[src/rtl/fetch_ctrl.sv]
// rtl/fetch_ctrl.sv - PC/fetch sequencing, redirect arbitration and pipeline flush control.
// Optional performance counters are enabled with FETCH_CTRL_PERF_EN.
module fetch_ctrl #(
    parameter int XLEN = 32,
    parameter logic [XLEN-1:0] TRAP_VECTOR = 32'h0000_0100
) (
    input  logic            clk,
    input  logic            reset,
    input  logic [XLEN-1:0] pc,
    output logic            imem_req,
    input  logic            imem_ready,
    input  logic            ex_redirect,
    input  logic [XLEN-1:0] ex_target,
    input  logic            load_use,
    input  logic            trap,
    input  logic            halt_req,
    output logic            jump_flag,
    output logic [XLEN-1:0] jump_target,
    output logic            stall,
    output logic            flush_if,
    output logic            flush_id,
    output logic            bubble_ex,
`ifdef FETCH_CTRL_PERF_EN
    output logic [31:0]     perf_stall_cycles,
    output logic [31:0]     perf_redirects,
`endif
    output logic            halted
);

    typedef enum logic [1:0] {
        IDLE,
        FETCH,
        PEND,
        HALT
    } state_t;

    state_t          state;
    state_t          state_next;
    logic [XLEN-1:0] pend_target;
    logic [XLEN-1:0] pend_next;

    // The fetch address is driven straight from the PC block; pc is only an observer here.
    logic unused_pc;
    assign unused_pc = ^pc;

    always_comb begin
        state_next  = state;
        pend_next   = pend_target;
        imem_req    = 1'b0;
        jump_flag   = 1'b0;
        jump_target = '0;
        stall       = 1'b0;
        flush_if    = 1'b0;
        flush_id    = 1'b0;
        bubble_ex   = 1'b0;
        halted      = 1'b0;
        case (state)
            IDLE: begin
                stall      = 1'b1;
                state_next = FETCH;
            end
            FETCH: begin
                imem_req = 1'b1;
                if (trap || (!halt_req && ex_redirect)) begin
                    flush_id  = 1'b1;
                    bubble_ex = 1'b1;
                    if (imem_ready) begin
                        jump_flag   = 1'b1;
                        jump_target = trap ? TRAP_VECTOR : ex_target;
                        flush_if    = 1'b1;
                    end else begin
                        // Fetch in flight: the address must not move until the handshake.
                        stall      = 1'b1;
                        pend_next  = trap ? TRAP_VECTOR : ex_target;
                        state_next = PEND;
                    end
                end else if (halt_req) begin
                    stall      = 1'b1;
                    flush_id   = 1'b1;
                    bubble_ex  = 1'b1;
                    state_next = HALT;
                end else if (load_use) begin
                    stall     = 1'b1;
                    bubble_ex = 1'b1;
                end else if (!imem_ready) begin
                    stall    = 1'b1;
                    flush_if = 1'b1;
                end
            end
            PEND: begin
                imem_req = 1'b1;
                flush_if = 1'b1;
                if (trap) begin
                    pend_next = TRAP_VECTOR;
                end
                if (imem_ready) begin
                    jump_flag   = 1'b1;
                    jump_target = trap ? TRAP_VECTOR : pend_target;
                    state_next  = FETCH;
                end else begin
                    stall = 1'b1;
                end
            end
            HALT: begin
                stall    = 1'b1;
                flush_if = 1'b1;
                halted   = 1'b1;
            end
            default: begin
                stall      = 1'b1;
                state_next = IDLE;
            end
        endcase
    end

    always_ff @(posedge clk or negedge reset) begin
        if (!reset) begin
            state       <= IDLE;
            pend_target <= '0;
        end else begin
            state       <= state_next;
            pend_target <= pend_next;
        end
    end

`ifdef FETCH_CTRL_PERF_EN
    logic fetch_stall;
    assign fetch_stall = stall && ((state == FETCH) || (state == PEND));

    always_ff @(posedge clk or negedge reset) begin
        if (!reset) begin
            perf_stall_cycles <= '0;
            perf_redirects    <= '0;
        end else begin
            if (fetch_stall && (perf_stall_cycles != 32'hFFFF_FFFF)) begin
                perf_stall_cycles <= perf_stall_cycles + 32'd1;
            end
            if (jump_flag && (perf_redirects != 32'hFFFF_FFFF)) begin
                perf_redirects <= perf_redirects + 32'd1;
            end
        end
    end
`endif

endmodule
[config.mk]
export PLATFORM = sky130hd
export DESIGN_NAME = fetch_ctrl
export DESIGN_NICKNAME = d
export VERILOG_FILES = /design/src/rtl/fetch_ctrl.sv
export SDC_FILE = /design/constraint.sdc
export NUM_CORES = 1
export LEC_CHECK = 0
export CAP_MARGIN = 20
export CORE_ASPECT_RATIO = 0.5
export CORE_MARGIN = 4
export CORE_UTILIZATION = 36
export CTS_CLUSTER_SIZE = 40
export DETAILED_ROUTE_END_ITERATION = 10
export PLACE_DENSITY = 0.79
export RECOVER_POWER = 100
export SETUP_SLACK_MARGIN = 0.3
export SLEW_MARGIN = 40
export SYNTH_ARGS = -nofsm -noshare
export SYNTH_HDL_FRONTEND = slang
export SYNTH_SLANG_ARGS = --single-unit
[constraint.sdc]
create_clock -name clk -period 1.6 [get_ports clk]
set_input_delay 0.32 -clock clk [delete_from_list [all_inputs] [get_ports clk]]
set_output_delay 0.32 -clock clk [all_outputs]
set_load 0.01 [all_outputs]
==> reports/results.ini, run 1 <==
[run_status]
outcome = complete, but fails checks
violations = setup timing

[timing]
layout_min_cycle_time_ns = 2.12
timing.slew.headroom = 0.177
finalSetupTns_ns = -32.76
min_period_over_period = 1.32
setup_viol_count_final = 73
worstMarginPinSlew_ns = 1.24
clock_skew_ns = 0.00344
max_freq_mhz = 473
finalHoldViolCount = 0
rsz0062_at_grt = yes
slew_viol_final = 0
final.setup.worst_slack_ns = -0.516

[power]
ir_drop_v = 0.000610
power_mw = 5.41
powerDensity_mw_per_mm2 = 1290
p_leak_nw = 1.64

[route]
num_vias = 2536
drcViolationCount = 0
wirelength_um = 9440
wl_per_cell_um = 22.2
antenna_left = 0
vias_per_cell = 5.97
drtIter0Drc = 266
dr.pass1.iters = 4

[critical_path]
crit_required_ns = 1.28
path_cells = inv_2, ha_4, nand2_4, or2_4, buf_12, a21oi_4, buf_6
crit_arrival_ns = 1.80
critPathMaxFanout = 9
crit_type = flip-flop to output pin
worstSetupStartpointType = flip-flop
cp_slowest_cell = dfrtp_1
critPathMaxStageDelay_ns = 0.37
end_kind = output pin

[placed_design]
place_congestion = 0.821
port-buffer-count = 77
post-dp-hpwl_um = 5080
place_inst = 397

[clock_tree]
cts_root_buf = clkbuf_16
clock_path_buffers = 2
worstSkewPairLatency_ns = 0.28
path_clk_slew_ns = 0.05
clock_sinks = 34
h-tree-depth = 2
cts_tree = done
cts_buffers = 5

[job]
drv_cap = 0

[logic_synthesis]
syn-instance-count = 232
syn_nets = 307
synth_area_mm2 = 0.00216
avgSynthCellArea_um2 = 9.30
netlist-cell-type-count = 34
synth-warning-count = 0
synth_seq_area_share = 0.394
ys_ff_latch = 34

[global_route]
first_global_vias = 2661
grt_pass1_wl_um = 14600
grt_antenna_before_repair = 0
grt_max_degree = 24
grt_usage = 0.248
grt_overflow = 0

[layout]
layout_commonest_cell = buf_6
num_antenna_cells = 0
layoutNonFillerInstCount = 425
final_layout_size_suffix_gt1_frac = 0.463
fill_cells = 340
final_cell_mix = 40 x buf_6, 38 x buf_4, 34 x o211ai_1, 34 x clkdlybuf4s50_1, 34 x dfrtp_1
finalNetCount = 427
syn2layout_area_growth_pct = 94.4

[floorplan]
die_h_um = 62.8
io_pins = 110
start_util = 0.383
chipWidth_um = 118
die-area_mm2 = 0.00737
std_cell_rows = 19
core_region_area_mm2 = 0.00563

[min_path]
holdCritPathClass = input port to asynchronous set/reset pin

[path summary, 6_finish.rpt]
check | from | end | slack (ns) | cells past startpoint
setup / recovery | state[0] | jump_target[15] | -0.52 | 7
hold / removal | reset | pend_target[8] | 0.29 | 1
setup reg to reg | state[0] | pend_target[8] | -0.49 | 11
hold reg to reg | pend_target[27] | pend_target[27] | 0.50 | 1
max in group asynchronous | reset | pend_target[17] | 0.35 | 2
min in group clk | pend_target[27] | pend_target[27] | 0.50 | 1
[state kept, by name, summed over array words and instances, names as in the netlist]
signal	cells
state	2
pend_target	32
[synth_stat cells (all sizes together)]
cell / instances / area (µm²)
nor3: 1 / 16.3
a22oi: 1 / 7.51
o31a: 1 / 8.76
nand2: 33 / 124
a31o: 1 / 8.76
a31oi: 1 / 6.26
clkbuf: 8 / 30.0
nor4: 1 / 6.26
or2: 2 / 12.5
a211oi: 1 / 7.51
o211ai: 34 / 255
a21oi: 34 / 170
o21a: 1 / 7.51
nor2b: 2 / 12.5
dfrtp: 34 / 851
o21ai: 3 / 15.0
a22o: 31 / 272
nand2b: 2 / 12.5
nor3b: 1 / 7.51
nand4bb: 1 / 27.5
ha: 4 / 50.1
nor2: 2 / 7.51
mux2i: 1 / 10.0
buf: 20 / 151
o221a: 1 / 11.3
and2b: 1 / 7.51
nand3b: 3 / 22.5
o211a: 1 / 17.5
inv: 6 / 22.5
[metrics by stage]
stage,hold WS (ns),cell area (µm²),setup WS [ns],utilization
floorplan,0.0244,2620,-0.155,-
global placement,0.313,3620,-0.772,0.643
detailed placement,0.321,3620,-0.808,0.643
CTS,0.0290,4040,-0.513,0.717
global route,0.408,4200,-0.582,0.745
finish,0.289,4200,-0.516,0.745
[power by group]
| group | internal, mW | switching, mW | total [mW] |
|---|---|---|---|
| registers | 1.05 | 0.127 | 1.18 |
| clock network | 0.561 | 0.348 | 0.909 |
| logic | 1.68 | 1.63 | 3.32 |
[logic make-up after synthesis]
logic type | after synthesis | share of synthesized area
AO/OA/AOI/OAI | 110 | 0.365
adder cells (fa/ha/maj) | 4 | 0.0232
buffers and inverters | 34 | 0.0945
flip-flops | 34 | 0.394
multiplexers | 1 | 0.00464
AND/OR/NAND/NOR | 49 | 0.119
[metal layers]
metal,vias up,track usage,share of wire
met1,1258,0.305,0.38
met3,26,0.0561,0.10
met5,-,0,0
li1,1112,-,-
met4,0,0.0730,0.024
met2,140,0.439,0.49
[area by class of cell]
| type | instances | area [µm²] | share of cell area |
|---|---|---|---|
| well taps | 73 | 91.3 | 0.0218 |
| repair buffers | 141 | 1530 | 0.365 |
| clock inverters | 2 | 10.0 | 0.00239 |
| clock buffers | 5 | 125 | 0.0298 |
| multi-input cells | 164 | 1560 | 0.373 |
| inverters | 6 | 22.5 | 0.00537 |
| flip-flops and latches | 34 | 851 | 0.203 |
[critical path: cells and delay by family, from the launching register on]
family                   cells  cell delay, ns
flip-flops                   1            0.37
AND/OR/NAND/NOR              2            0.35
adder cells (fa/ha/maj)      1            0.29
AO/OA/AOI/OAI                1            0.14
buffers and inverters        3            0.38
[what timing repair did]
item                                    CTS  global route
endpoints found under the setup margin   73            73
pin swaps                                 7            19
gates cloned                              6             2
hold buffers                              0             0
setup buffers                             8             5
gates resized for setup                 209            15
Note: power is estimated with default switching activity, not from simulation.
==> inputs of run 2 (changes only) <==
--- a/config.mk
+++ b/config.mk
@@ -5,7 +5,7 @@
 export SDC_FILE = /design/constraint.sdc
 export NUM_CORES = 1
 export LEC_CHECK = 0
-export CAP_MARGIN = 20
+export ABC_CLOCK_PERIOD_IN_PS = 1600
 export CORE_ASPECT_RATIO = 0.5
 export CORE_MARGIN = 4
 export CORE_UTILIZATION = 36
==> results of run 2 <==
Final layout, timing and power as in run 1 (identical DEF).
